`src/rtl/tetris_pkg.sv`:
```
// tetris_pkg: shared VGA timing, playfield geometry, colours and pixel classes for the renderer.
package tetris_pkg;
  localparam logic [9:0] H_ACTIVE = 10'd640, H_FP = 10'd16, H_SYNC = 10'd96, H_BP = 10'd48;
  localparam logic [9:0] V_ACTIVE = 10'd480, V_FP = 10'd10, V_SYNC = 10'd2, V_BP = 10'd33;
  localparam logic [9:0] CELL = 10'd20, ORG_X = 10'd200, ORG_Y = 10'd40, BORDER = 10'd4;
  localparam logic [9:0] SCORE_X = 10'd480, LAMP_GAP = 10'd4;
  localparam int GRID_ROWS = 20, GRID_COLS = 12;
  localparam logic [11:0] C_FILL = 12'h0FF, C_EMPTY = 12'h222, C_OUTLINE = 12'h111, C_BORDER = 12'hFFF;
  localparam logic [11:0] C_LAMP_ON = 12'hFF0, C_LAMP_OFF = 12'h330, C_BLACK = 12'h000;
  typedef enum logic [2:0] {PX_BLACK, PX_FILL, PX_EMPTY, PX_OUTLINE, PX_BORDER, PX_LAMP_ON, PX_LAMP_OFF} px_class_t;
  function automatic logic [11:0] class_rgb(input px_class_t c);
    return c == PX_FILL ? C_FILL : c == PX_EMPTY ? C_EMPTY : c == PX_OUTLINE ? C_OUTLINE :
           c == PX_BORDER ? C_BORDER : c == PX_LAMP_ON ? C_LAMP_ON : c == PX_LAMP_OFF ? C_LAMP_OFF : C_BLACK;
  endfunction
endpackage

```
`src/rtl/tetris_vga_renderer_timing.sv`:
```
// vga_timing_gen: 25 MHz pixel enable, h/v counters, raw syncs, active window and snapshot tick.
module vga_timing_gen #(
  parameter logic [9:0] H_ACTIVE = tetris_pkg::H_ACTIVE,
  parameter logic [9:0] H_FP = tetris_pkg::H_FP,
  parameter logic [9:0] H_SYNC = tetris_pkg::H_SYNC,
  parameter logic [9:0] H_BP = tetris_pkg::H_BP,
  parameter logic [9:0] V_ACTIVE = tetris_pkg::V_ACTIVE,
  parameter logic [9:0] V_FP = tetris_pkg::V_FP,
  parameter logic [9:0] V_SYNC = tetris_pkg::V_SYNC,
  parameter logic [9:0] V_BP = tetris_pkg::V_BP
) (
  input  logic       clk,
  input  logic       rst,
  output logic       pix_en,
  output logic [9:0] h_cnt,
  output logic [9:0] v_cnt,
  output logic       hs_raw,
  output logic       vs_raw,
  output logic       active,
  output logic       snap_tick
);
  localparam logic [9:0] H_TOTAL = H_ACTIVE + H_FP + H_SYNC + H_BP;
  localparam logic [9:0] V_TOTAL = V_ACTIVE + V_FP + V_SYNC + V_BP;
  always_ff @(posedge clk) begin
    if (rst) begin
      pix_en <= 1'b0;
      h_cnt <= '0;
      v_cnt <= '0;
    end else begin
      pix_en <= ~pix_en;
      if (pix_en) begin
        h_cnt <= h_cnt == H_TOTAL - 10'd1 ? '0 : h_cnt + 10'd1;
        if (h_cnt == H_TOTAL - 10'd1) v_cnt <= v_cnt == V_TOTAL - 10'd1 ? '0 : v_cnt + 10'd1;
      end
    end
  end
  assign hs_raw = !(h_cnt >= H_ACTIVE + H_FP && h_cnt < H_ACTIVE + H_FP + H_SYNC);
  assign vs_raw = !(v_cnt >= V_ACTIVE + V_FP && v_cnt < V_ACTIVE + V_FP + V_SYNC);
  assign active = h_cnt < H_ACTIVE && v_cnt < V_ACTIVE;
  assign snap_tick = pix_en && h_cnt == '0 && v_cnt == V_ACTIVE;
endmodule

```
`src/rtl/tetris_vga_renderer.sv`:
```
// tetris_vga_renderer: draws the 20x12 playfield, border and 8-lamp score on 640x480 VGA.
module tetris_vga_renderer #(
  parameter logic [9:0] H_ACTIVE = tetris_pkg::H_ACTIVE,
  parameter logic [9:0] H_FP = tetris_pkg::H_FP,
  parameter logic [9:0] H_SYNC = tetris_pkg::H_SYNC,
  parameter logic [9:0] H_BP = tetris_pkg::H_BP,
  parameter logic [9:0] V_ACTIVE = tetris_pkg::V_ACTIVE,
  parameter logic [9:0] V_FP = tetris_pkg::V_FP,
  parameter logic [9:0] V_SYNC = tetris_pkg::V_SYNC,
  parameter logic [9:0] V_BP = tetris_pkg::V_BP,
  parameter logic [9:0] CELL = tetris_pkg::CELL,
  parameter logic [9:0] ORG_X = tetris_pkg::ORG_X,
  parameter logic [9:0] ORG_Y = tetris_pkg::ORG_Y,
  parameter logic [9:0] BORDER = tetris_pkg::BORDER,
  parameter logic [9:0] SCORE_X = tetris_pkg::SCORE_X
) (
  input  logic         clk,
  input  logic         rst,
  input  logic [239:0] game_space_vga,
  input  logic [7:0]   gamepoints,
  output logic         vga_hs,
  output logic         vga_vs,
  output logic [3:0]   vga_r,
  output logic [3:0]   vga_g,
  output logic [3:0]   vga_b,
  output logic         frame_start
);
  import tetris_pkg::*;
  localparam logic [9:0] H_TOTAL = H_ACTIVE + H_FP + H_SYNC + H_BP;
  localparam logic [9:0] GW = CELL * 10'(GRID_COLS), GH = CELL * 10'(GRID_ROWS);
  logic pix_en, hs_raw, vs_raw, active, snap_tick, lamp_hit, lamp_on, in_grid, in_frame;
  logic s1_hs, s1_vs, s1_act;
  logic [9:0] h_cnt, v_cnt, col_sub, row_sub;
  logic [7:0] col_idx, row_idx, cell_idx, snap_pts;
  logic [239:0] snap_grid;
  logic [11:0] rgb;
  px_class_t cls, s1_cls;
  vga_timing_gen #(
    .H_ACTIVE(H_ACTIVE), .H_FP(H_FP), .H_SYNC(H_SYNC), .H_BP(H_BP),
    .V_ACTIVE(V_ACTIVE), .V_FP(V_FP), .V_SYNC(V_SYNC), .V_BP(V_BP)
  ) u_timing (
    .clk(clk), .rst(rst), .pix_en(pix_en), .h_cnt(h_cnt), .v_cnt(v_cnt),
    .hs_raw(hs_raw), .vs_raw(vs_raw), .active(active), .snap_tick(snap_tick)
  );
  always_comb begin
    lamp_hit = 1'b0;
    lamp_on = 1'b0;
    for (int j = 0; j < 8; j++)
      if (h_cnt >= SCORE_X + 10'(j) * (CELL + LAMP_GAP) && h_cnt < SCORE_X + 10'(j) * (CELL + LAMP_GAP) + CELL &&
          v_cnt >= ORG_Y && v_cnt < ORG_Y + CELL) begin
        lamp_hit = 1'b1;
        lamp_on = snap_pts[7-j];
      end
    in_grid = h_cnt >= ORG_X && h_cnt < ORG_X + GW && v_cnt >= ORG_Y && v_cnt < ORG_Y + GH;
    in_frame = h_cnt + BORDER >= ORG_X && h_cnt < ORG_X + GW + BORDER &&
               v_cnt + BORDER >= ORG_Y && v_cnt < ORG_Y + GH + BORDER;
    cell_idx = row_idx * 8'd12 + 8'd11 - col_idx;
    cls = in_grid ? (snap_grid[cell_idx] ? PX_FILL : (col_sub == '0 || row_sub == '0) ? PX_OUTLINE : PX_EMPTY) :
          in_frame ? PX_BORDER : lamp_hit ? (lamp_on ? PX_LAMP_ON : PX_LAMP_OFF) : PX_BLACK;
  end
  // cell counters track the pixel currently on h_cnt/v_cnt, zeroed one step before the grid origin
  always_ff @(posedge clk) begin
    if (rst) begin
      snap_grid <= '0;
      snap_pts <= '0;
      frame_start <= 1'b0;
      {col_sub, row_sub, col_idx, row_idx} <= '0;
      s1_cls <= PX_BLACK;
      {s1_hs, s1_vs, s1_act} <= 3'b110;
      {vga_hs, vga_vs} <= 2'b11;
      rgb <= '0;
    end else begin
      frame_start <= snap_tick;
      if (snap_tick) begin
        snap_grid <= game_space_vga;
        snap_pts <= gamepoints;
      end
      if (pix_en) begin
        col_sub <= (h_cnt == ORG_X - 10'd1 || col_sub == CELL - 10'd1) ? '0 : col_sub + 10'd1;
        col_idx <= h_cnt == ORG_X - 10'd1 ? '0 : col_sub == CELL - 10'd1 ? col_idx + 8'd1 : col_idx;
        if (h_cnt == H_TOTAL - 10'd1) begin
          row_sub <= (v_cnt == ORG_Y - 10'd1 || row_sub == CELL - 10'd1) ? '0 : row_sub + 10'd1;
          row_idx <= v_cnt == ORG_Y - 10'd1 ? '0 : row_sub == CELL - 10'd1 ? row_idx + 8'd1 : row_idx;
        end
        s1_cls <= cls;
        {s1_hs, s1_vs, s1_act} <= {hs_raw, vs_raw, active};
        {vga_hs, vga_vs} <= {s1_hs, s1_vs};
        rgb <= s1_act ? class_rgb(s1_cls) : C_BLACK;
      end
    end
  end
  assign {vga_r, vga_g, vga_b} = rgb;
endmodule

```
`config.mk`:
```
export PLATFORM = sky130hd
export DESIGN_NAME = tetris_vga_renderer
export DESIGN_NICKNAME = d
export VERILOG_FILES = /design/src/rtl/tetris_pkg.sv /design/src/rtl/tetris_vga_renderer_timing.sv /design/src/rtl/tetris_vga_renderer.sv
export SDC_FILE = /design/constraint.sdc
export NUM_CORES = 1
export LEC_CHECK = 0
export ABC_AREA = 1
export BUFFER_PORTS_ARGS = -buffer_cell sky130_fd_sc_hd__buf_2
export CAP_MARGIN = 20
export CORE_ASPECT_RATIO = 0.7
export CORE_UTILIZATION = 45
export DETAILED_ROUTE_END_ITERATION = 8
export PLACE_DENSITY = 0.7
export RECOVER_POWER = 25
export SYNTH_ARGS = -nofsm -noshare
export SYNTH_HDL_FRONTEND = slang
export SYNTH_SLANG_ARGS = --single-unit
```
`constraint.sdc`:
```
create_clock -name clk -period 4.4 [get_ports clk]
set_input_delay 0.66 -clock clk [delete_from_list [all_inputs] [get_ports clk]]
set_output_delay 0.66 -clock clk [all_outputs]
set_load 0.01 [all_outputs]
```
==> impl_metrics.env, run 1 <==
export IMPL_grt_usage_pct=27.2
export IMPL_worstPathArrival_ps=3860
export IMPL_syn_avg_cell_area_um2=6.77
export IMPL_critPathMaxStageDelay_ps=780
export IMPL_drtIter0Drc=1467
export IMPL_clockBufferDepth=3
export IMPL_synth_top_area_share_pct=41.3
export IMPL_p_seq_share_pct=48.5
export IMPL_worstPathCellList="ha_1 > fa_1 > ha_1 > fa_1 > inv_1 > nand3_1 > nand2_1 > nand2_1 > nand3_1 > nand2_1 > nand2_1 > nor2_1 > nor2_1 > a21oi_1"
export IMPL_yosysTopAreaCell="dfxtp_1"
export IMPL_drv_cap=0
export IMPL_antenna_found_initial=6
export IMPL_first_pass_iters=6
export IMPL_yosysUniqueCellTypes=51
export IMPL_pwr_share_clk_pct=48.0
export IMPL_r2r_start="row_idx[1]$_SDFFE_PP0P_"
export IMPL_switchingPower_uw=1310
export IMPL_relSlewSlack_pct=6.35
export IMPL_syn2layout_area_growth_pct=16.5
export IMPL_rsz0062_at_grt="false"
export IMPL_clock_sinks=321
export IMPL_power_density_nw_per_um2=332
export IMPL_clockRootBuffer="clkbuf_16"
export IMPL_finalWeightedCongestion=0.897
export IMPL_stdcell_area_um2=18100
export IMPL_whs_path_depth=3
export IMPL_grt_max_degree=127
export IMPL_syn_inst=2297
export IMPL_cts_buffers=34
export IMPL_fmax_mhz=293
export IMPL_cts_resized_gates=0
export IMPL_fp_row_count=56
export IMPL_finalHoldViolCount=0
export IMPL_worstMarginPinSlew_ps=1400
export IMPL_drv_slew=0
export IMPL_synth_nets=2580
export IMPL_setup_violations=0
export IMPL_ys_warn_count=0
export IMPL_r2r_end="s1_cls[1]$_SDFFE_PP0P_"
export IMPL_drive_above_1_share_pct=14.3
export IMPL_die_h_um=158
export IMPL_remaining_drc_errors=0
export IMPL_start_util_pct=46.0
export IMPL_die_w_um=224
export IMPL_p_int_uw=4700
export IMPL_post_dp_hpwl_um=32600
export IMPL_core_area_um2=33800
export IMPL_antenna_left=0
export IMPL_cp_top_family="adder cells"
export IMPL_cp_max_fo=9
export IMPL_yosysSeqAreaShare_pct=41.3
export IMPL_grt_pass1_wl_um=77300
export IMPL_dpl_cell_area_um2=17100
export IMPL_globalRouteOverflowTotal=0
export IMPL_grt_pass1_vias=14500
export IMPL_cts_tree="yes"
export IMPL_cts_setup_buffers=0
export IMPL_rrSetupSlack_ps=990
export IMPL_endpoint_kind="flop"
export IMPL_rr_worst_depth=14
export IMPL_leakage_uw=0.00806
export IMPL_pwr_share_comb_pct=3.5
export IMPL_min_delay_worst_endpoint="snap_grid[98]$_SDFFE_PP0P_"
export IMPL_numPortBuffers=264
export IMPL_clkSlewWorstSetupHoldPaths_ps=70
export IMPL_via_per_inst=5.30
export IMPL_synth_seq_cells=321
export IMPL_num_vias=15700
export IMPL_die_area_um2=35300
export IMPL_p_sw_share_pct=21.9
export IMPL_timing_worst_setup_path_type="reg2reg"
export IMPL_clkLatencyLatePin_ps=530
export IMPL_ys_top_cells_by_area="dfxtp_1, nor2_1, nand2_1"
export IMPL_finalSetupTns_ps=0
export IMPL_cpMostUsedCell="nand2_1"
export IMPL_peakVddDrop_mv=0.238
export IMPL_cp_num_buf_inv=1
export IMPL_cts_max_level=2
export IMPL_hold_path_startpoint="game_space_vga[98]"
export IMPL_synth_area_um2=15500
export IMPL_hp_class="in2reg"
export IMPL_min_period_ps=3410
export IMPL_slowest_stage="fa_1"
export IMPL_crit_required_ps=4840
export IMPL_fin_crit_sh_pct=77.6
export IMPL_layout_common_cells="nor2_1, nand2_1, dfxtp_1"
export IMPL_wire_per_inst_um=16.3
export IMPL_skew_ps=22.0
export IMPL_postCtsHoldBufs=0
export IMPL_start_kind="flop"
export IMPL_layout_commonest_cell="nor2_1"
export IMPL_wirelength_um=48300
export IMPL_outcome="finished, final reports clean"
export IMPL_fin_nets=2760
export IMPL_io_pins=265
[sequential cells by signal (all words and copies together) (netlist names)]
| signal | flops |
|---|---|
| col_sub | 10 |
| rgb | 9 |
| s1_hs | 1 |
| col_idx | 8 |
| vga_vs | 1 |
| u_timing.v_cnt | 10 |
| vga_hs | 1 |
| s1_cls | 3 |
| row_sub | 10 |
| s1_act | 1 |
| frame_start | 1 |
| snap_grid | 240 |
| s1_vs | 1 |
| u_timing.pix_en | 1 |
| snap_pts | 8 |
| row_idx | 6 |
| u_timing.h_cnt | 10 |
[power groups by stage]
stage | clock [uW] | sequential (uW) | combinational [uW]
2_1_floorplan | 0 | 2980 | 66.2
3_3_place_gp | 0 | 2980 | 210
3_5_place_dp | 0 | 2980 | 210
4_1_cts | 2930 | 2920 | 211
5_1_grt | 3070 | 2920 | 230
6_report | 2880 | 2920 | 211
[worst reg2reg max path, cell delays in order, from the launching register on]
cell and delay (ps):
dfxtp_1 420, ha_1 280, fa_1 440, ha_1 330, fa_1 780, inv_1 240
nand3_1 140, nand2_1 60, nand2_1 70, nand3_1 70, nand2_1 130, nand2_1 60
nor2_1 110, nor2_1 50, a21oi_1 150
[Yosys cell counts, drive strengths merged]
cell type,count
o21bai,1
nor4,12
a22oi,1
o211ai,1
inv,109
a21oi,27
nand3,266
or2,1
a31oi,9
o32ai,1
o41ai,3
nand2,387
fa,2
dfxtp,321
ha,31
a221oi,1
o211a,1
o21a,1
a211oi,6
buf,87
nor4b,1
o31ai,2
xor2,16
nor3,28
o2bb2ai,1
o21ai,279
nor2,605
xnor2,6
nor3b,10
a41oi,1
and3,1
o22ai,4
nand4,16
clkbuf,58
a22o,1
[worst max-delay path by stage]
stage | startpoint | to | slack (ps) | cells past startpoint
detailed placement | row_idx[1]$_SDFFE_PP0P_ | s1_cls[1]$_SDFFE_PP0P_ | 990 | 14
global route | row_idx[1]$_SDFFE_PP0P_ | s1_cls[1]$_SDFFE_PP0P_ | 710 | 14
CTS | row_idx[1]$_SDFFE_PP0P_ | s1_cls[1]$_SDFFE_PP0P_ | 960 | 14
floorplan | row_idx[1]$_SDFFE_PP0P_ | s1_cls[1]$_SDFFE_PP0P_ | 1420 | 15
finish | row_idx[1]$_SDFFE_PP0P_ | s1_cls[1]$_SDFFE_PP0P_ | 990 | 14
global placement | row_idx[1]$_SDFFE_PP0P_ | s1_cls[1]$_SDFFE_PP0P_ | 1190 | 14
[cell type report]
| type | count | area (um2) |
|---|---|---|
| well taps | 464 | 581 |
| inverters | 109 | 419 |
| multi-input cells | 1722 | 7990 |
| fillers | 3346 | 15700 |
| clock buffers | 51 | 1040 |
| flip-flops and latches | 321 | 6430 |
| repair buffers | 289 | 1580 |
| clock inverters | 7 | 67.6 |
| diodes | 6 | 15.0 |
[per-layer routing]
metal	wire length (um)	global-route usage, %	share of wire (%)	vias up
met1	23500	40.6	49	7265
met4	762	6.46	1.6	0
met3	3950	4.98	8.2	51
met2	20000	39.9	41	561
met5	0	0	0	-
li1	-	-	-	7862
[through the flow]
| stage | hold WS, ps | power [uW] | cells | setup WS, ps | utilization, % |
|---|---|---|---|---|---|
| after floorplan | 430 | 3050 | 2297 | 1420 | - |
| after global placement | 446 | 3190 | 2904 | 1190 | 50.5 |
| after detailed placement | 451 | 3190 | 2905 | 991 | 50.5 |
| after CTS | 329 | 6060 | 2963 | 959 | 53.8 |
| after global routing | 346 | 6210 | 2968 | 706 | 53.6 |
| final | 356 | 6010 | 2969 | 985 | 53.6 |
[cells by family (layout without fill, tap and decap cells)]
family | Yosys count | in the layout | synth area share (%)
other | 0 | 6 | 0
DFF | 321 | 321 | 41.3
AOI/OAI and AO/OA | 340 | 340 | 11.5
adders and majority gates | 33 | 33 | 2.75
and+or+nand+nor | 1327 | 1327 | 36.1
buffers and inverters | 254 | 456 | 7.10
xor gates and xnor gates | 22 | 22 | 1.24
No activity file was read; power rests on OpenSTA's default activity.
==> run 2, diff against run 1 <==
Clock period 4.4 ns to 3.6 ns, I/O delays scaled along.
==> impl_metrics.env, run 2 (same netlist as run 1, synthesis figures left out) <==
export IMPL_fillers=3398
export IMPL_r2r_end="s1_cls[1]$_SDFFE_PP0P_"
export IMPL_drive_above_1_share_pct=14.2
export IMPL_cts_max_level=1
export IMPL_drtIter0Drc=1612
export IMPL_die_h_um=158
export IMPL_hp_class="in2reg"
export IMPL_antenna_left=0
export IMPL_setup_violations=0
export IMPL_largest_reg_flops=240
export IMPL_cp_top_family="adder cells"
export IMPL_grt_max_degree=127
export IMPL_min_period_ps=3230
export IMPL_regMostFlops="snap_grid"
export IMPL_cts_buffers=31
export IMPL_skew_ps=10.7
export IMPL_slowest_stage="fa_2"
export IMPL_cp_num_buf_inv=1
export IMPL_num_vias=15700
export IMPL_rrSetupSlack_ps=370
export IMPL_worstPathArrival_ps=3730
export IMPL_clockRootBuffer="clkbuf_16"
export IMPL_worstPathCellList="ha_1 > fa_1 > ha_1 > fa_2 > inv_1 > nand3_1 > nand2_1 > nand2_1 > nand3_1 > nand2_1 > nand2_1 > nor2_1 > nor2_1 > a21oi_1"
export IMPL_grt_pass1_vias=14200
export IMPL_fmax_mhz=310
export IMPL_via_per_inst=5.30
export IMPL_first_pass_iters=6
export IMPL_cp_max_fo=9
export IMPL_endpoint_kind="flop"
export IMPL_peakVddDrop_mv=0.349
export IMPL_rr_worst_depth=14
export IMPL_outcome="finished, final reports clean"
export IMPL_critPathMaxStageDelay_ps=720
export IMPL_wire_per_inst_um=16.3
export IMPL_start_util_pct=46.0
export IMPL_crit_start="row_idx[1]$_SDFFE_PP0P_"
export IMPL_wirelength_um=48100
export IMPL_remaining_drc_errors=0
export IMPL_diodes=0
export IMPL_post_dp_hpwl_um=32600
export IMPL_io_pins=265
export IMPL_power_density_nw_per_um2=402
export IMPL_fp_row_count=56
export IMPL_rsz0062_at_grt="false"
export IMPL_fin_crit_sh_pct=89.6
export IMPL_layout_common_cells="nor2_1, nand2_1, dfxtp_1"
export IMPL_cpMostUsedCell="nand2_1"
export IMPL_clkLatencyLatePin_ps=570
export IMPL_syn2layout_area_growth_pct=15.9
export IMPL_timing_worst_setup_path_type="reg2reg"
export IMPL_crit_required_ps=4100
export IMPL_finalHoldViolCount=0
export IMPL_die_area_um2=35300
export IMPL_finalPower_uw=7240
export IMPL_layout_commonest_cell="nor2_1"
export IMPL_start_kind="flop"
export IMPL_globalRouteOverflowTotal=0
export IMPL_clock_sinks=321
export IMPL_finalWeightedCongestion=0.936
export IMPL_grt_usage_pct=26.6
export IMPL_die_w_um=224
export IMPL_critPathCapture="s1_cls[1]$_SDFFE_PP0P_"
export IMPL_hold_slack_ps=183
export IMPL_drv_cap=0
export IMPL_antenna_found_initial=1
export IMPL_drv_slew=0
export IMPL_leakage_uw=0.00800
export IMPL_numPortBuffers=264
export IMPL_core_area_um2=33800
export IMPL_r2r_start="row_idx[1]$_SDFFE_PP0P_"
export IMPL_relSlewSlack_pct=5.46
export IMPL_clockBufferDepth=3
export IMPL_clkSlewWorstSetupHoldPaths_ps=70
export IMPL_worstMarginPinSlew_ps=1420
export IMPL_cts_tree="yes"
export IMPL_crit_cells=14
export IMPL_grt_pass1_wl_um=75600
export IMPL_fin_nets=2753
export IMPL_finalSetupTns_ps=0
[run 2: cell types whose count changed in the layout (fill, tap and decap cells not counted), sizes merged, moves of 2 or more]
cell      change
buf           -5
bufinv        +3
clkbuf       -10
clkinv        +5
clkinvlp      +2
diode         -6
[run 2: where the power goes]
| part | leakage, uW | switching (uW) | internal (uW) |
|---|---|---|---|
| Combinational | 0.00489 | 145 | 119 |
| Clock | 0.000525 | 1430 | 1980 |
| Sequential | 0.00259 | 7.97 | 3560 |
| Total | 0.00800 | 1590 | 5660 |
[run 2: timing repair]
item                                    in CTS  in global routing
resized for setup                            0                  1
hold buffers                                 0                  0
endpoints found under the setup margin       0                  1
buffers inserted                             0                  0
[run 2: worst register-to-register path, delay by kind of cell (launching register included)]
kind	cells	cell delay [ps]
buffers and inverters	1	180
adder cells (fa/ha/maj)	4	1750
flip-flops	1	410
AO/OA/AOI/OAI	1	150
AND/OR/NAND/NOR	8	660
[run 2: layout make-up]
cell class	count	area, um2	area share [%]
multi-input combinational	1722	7970	44.2
sequential	321	6430	35.7
timing repair buffer	285	1570	8.68
clock buffer	40	870	4.82
tap	464	581	3.22
inverter	109	419	2.33
clock inverter	16	185	1.03
[run 2: routing by layer]
| metal | global-route usage, % | wire length [um] |
|---|---|---|
| met4 | 5.68 | 863 |
| met5 | 0 | 7 |
| met2 | 40.5 | 20500 |
| met3 | 4.39 | 3410 |
| met1 | 39.1 | 23300 |
[run 2: per-stage QoR]
stage | setup WS [ps] | std cells | cell area [um2] | util (%)
2_1_floorplan | 624 | 2297 | 15500 | -
3_5_place_dp | 243 | 2901 | 17100 | 50.5
4_1_cts | 225 | 2957 | 18100 | 53.7
3_3_place_gp | 373 | 2901 | 17100 | 50.5
5_1_grt | 78.0 | 2957 | 18000 | 53.4
6_report | 375 | 2957 | 18000 | 53.4
[run 2: worst min path at each step]
| stage | from | to | slack, ps | cells past startpoint |
|---|---|---|---|---|
| 4_1_cts | game_space_vga[135] | snap_grid[135]$_SDFFE_PP0P_ | 170 | 3 |
| 5_1_grt | game_space_vga[38] | snap_grid[38]$_SDFFE_PP0P_ | 190 | 3 |
| 2_1_floorplan | s1_vs$_SDFFE_PP1P_ | s1_vs$_SDFFE_PP1P_ | 430 | 2 |
| 6_report | game_space_vga[135] | snap_grid[135]$_SDFFE_PP0P_ | 180 | 3 |
| 3_3_place_gp | s1_vs$_SDFFE_PP1P_ | vga_vs$_SDFFE_PP1P_ | 440 | 2 |
| 3_5_place_dp | s1_vs$_SDFFE_PP1P_ | s1_vs$_SDFFE_PP1P_ | 450 | 2 |
==> run 3, diff against run 2 <==
--- a/config.mk
+++ b/config.mk
@@ -12,4 +12,5 @@
 export CORE_UTILIZATION = 45
+export CTS_CLUSTER_DIAMETER = 120
 export DETAILED_ROUTE_END_ITERATION = 8
-export PLACE_DENSITY = 0.7
+export PLACE_DENSITY = 0.66
 export RECOVER_POWER = 25
==> constraint.sdc (replaced) <==
create_clock -name clk -period 3.6 [get_ports clk]
set_input_delay 0.72 -clock clk [delete_from_list [all_inputs] [get_ports clk]]
set_output_delay 0.72 -clock clk [all_outputs]
set_load 0.01 [all_outputs]
==> impl_metrics.env, run 3 (same netlist as run 1, synthesis figures left out) <==
export IMPL_power_density_nw_per_um2=407
export IMPL_drv_slew=0
export IMPL_leakage_uw=0.00804
export IMPL_core_area_um2=33800
export IMPL_worstMarginPinSlew_ps=1440
export IMPL_post_dp_hpwl_um=32700
export IMPL_slowest_stage="fa_1"
export IMPL_io_pins=265
export IMPL_clock_sinks=321
export IMPL_outcome="finished, final reports clean"
export IMPL_fin_nets=2758
export IMPL_clockRootBuffer="clkbuf_16"
export IMPL_via_per_inst=5.30
export IMPL_relSlewSlack_pct=4.14
export IMPL_peakVddDrop_mv=0.291
export IMPL_rsz0062_at_grt="false"
export IMPL_num_vias=15700
export IMPL_clockBufferDepth=3
export IMPL_fp_row_count=56
export IMPL_start_kind="flop"
export IMPL_die_h_um=158
export IMPL_setup_violations=0
export IMPL_fin_crit_sh_pct=91.0
export IMPL_min_period_ps=3280
export IMPL_skew_ps=14.7
export IMPL_worstPathArrival_ps=3730
export IMPL_layout_commonest_cell="nor2_1"
export IMPL_grt_max_degree=191
export IMPL_cts_buffers=35
export IMPL_drive_above_1_share_pct=14.3
export IMPL_hp_class="in2reg"
export IMPL_timing_worst_setup_path_type="reg2reg"
export IMPL_numPortBuffers=264
export IMPL_wirelength_um=48600
export IMPL_postCtsHoldBufs=0
export IMPL_drtIter0Drc=1540
export IMPL_finalHoldViolCount=0
export IMPL_hold_slack_ps=415
export IMPL_cp_max_fo=4
export IMPL_finalWeightedCongestion=0.920
export IMPL_cts_max_level=2
export IMPL_endpoint_kind="flop"
export IMPL_fin_util_pct=53.5
export IMPL_die_w_um=224
export IMPL_fmax_mhz=305
export IMPL_grt_pass1_wl_um=77000
export IMPL_cts_setup_buffers=0
export IMPL_dp_cells=2902
export IMPL_antenna_found_initial=0
export IMPL_drv_cap=0
export IMPL_start_util_pct=46.0
export IMPL_cts_resized_gates=0
export IMPL_crit_required_ps=4050
export IMPL_critPathMaxStageDelay_ps=430
export IMPL_cts_tree="yes"
export IMPL_remaining_drc_errors=0
export IMPL_diodes=0
export IMPL_globalRouteOverflowTotal=0
export IMPL_wire_per_inst_um=16.4
export IMPL_layout_common_cells="nor2_1, nand2_1, dfxtp_1"
export IMPL_finalSetupTns_ps=0
export IMPL_worstPathCellList="ha_1 > fa_1 > xor2_1 > ha_1 > ha_1 > a21oi_1 > o21bai_1 > or2_2 > nand2_1 > xor2_1 > a21oi_1 > nand2_1 > nand2_1 > nor2_1 > nor2_1 > a21oi_1"
export IMPL_die_area_um2=35300
export IMPL_regMostFlops="snap_grid"
export IMPL_first_pass_iters=5
export IMPL_largest_reg_flops=240
export IMPL_grt_pass1_vias=14500
export IMPL_syn2layout_area_growth_pct=16.3
export IMPL_antenna_left=0
export IMPL_fin_cells=2960
export IMPL_fillers=3385
export IMPL_grt_usage_pct=27.1
export IMPL_clkSlewWorstSetupHoldPaths_ps=70
export IMPL_clkLatencyLatePin_ps=530
-- run 3: cell types whose count changed in the layout (fill, tap and decap cells not counted), moves of 2 or more --
| cell | previous run | this run |
|---|---|---|
| clkbuf_16 | 31 | 36 |
| clkinv_2 | 10 | 6 |
| buf_4 | 8 | 11 |
| bufinv_16 | 4 | 1 |
| buf_12 | 9 | 7 |
| clkbuf_1 | 20 | 22 |
| clkbuf_4 | 2 | 0 |
| inv_6 | 1 | 3 |
-- run 3: final timing paths --
path | startpoint | end | slack (ps) | cells after the start
setup / recovery | row_idx[1]$_SDFFE_PP0P_ | s1_cls[1]$_SDFFE_PP0P_ | 320 | 16
hold / removal | game_space_vga[135] | snap_grid[135]$_SDFFE_PP0P_ | 410 | 3
setup reg to reg | row_idx[1]$_SDFFE_PP0P_ | s1_cls[1]$_SDFFE_PP0P_ | 320 | 16
hold reg to reg | rgb[0]$_SDFFE_PP0P_ | rgb[0]$_SDFFE_PP0P_ | 460 | 2
-- run 3: area by class of cell --
cell class,count,area (um2),share of cell area [%]
Sequential cell,321,6430,35.6
Inverter,109,419,2.32
Tap cell,464,581,3.21
Clock buffer,47,1010,5.60
Clock inverter,11,101,0.561
Timing Repair Buffer,286,1540,8.53
Multi-Input combinational cell,1722,7990,44.2
-- run 3: power breakdown --
part / switching, uW / internal [uW] / total [uW]
registers: 7.23 / 3560 / 3560
clock network: 1480 / 2050 / 3530
logic: 149 / 122 / 270
-- run 3: worst max-delay path, delay by kind of cell, from the launching register on --
| family | cells | cell delay [ps] |
|---|---|---|
| xor gates and xnor gates | 2 | 420 |
| DFF | 1 | 350 |
| and+or+nand+nor | 6 | 670 |
| adders and majority gates | 4 | 1300 |
| AOI/OAI and AO/OA | 4 | 480 |
-- run 3: per-stage QoR --
stage,worst slack [ps],cell area (um2),power (uW)
after detailed placement,273,17000,3910
after global routing,42.4,18100,7590
after floorplan,624,15500,3720
after global placement,356,17000,3910
final,322,18100,7360
after CTS,251,18100,7420
-- run 3: layer usage --
metal	wire (um)	vias up	global-route usage, %
li1	-	7839	-
met5	0	-	0
met4	1070	0	7.21
met1	24000	7179	40.1
met3	3590	77	4.85
met2	20000	581	40.1
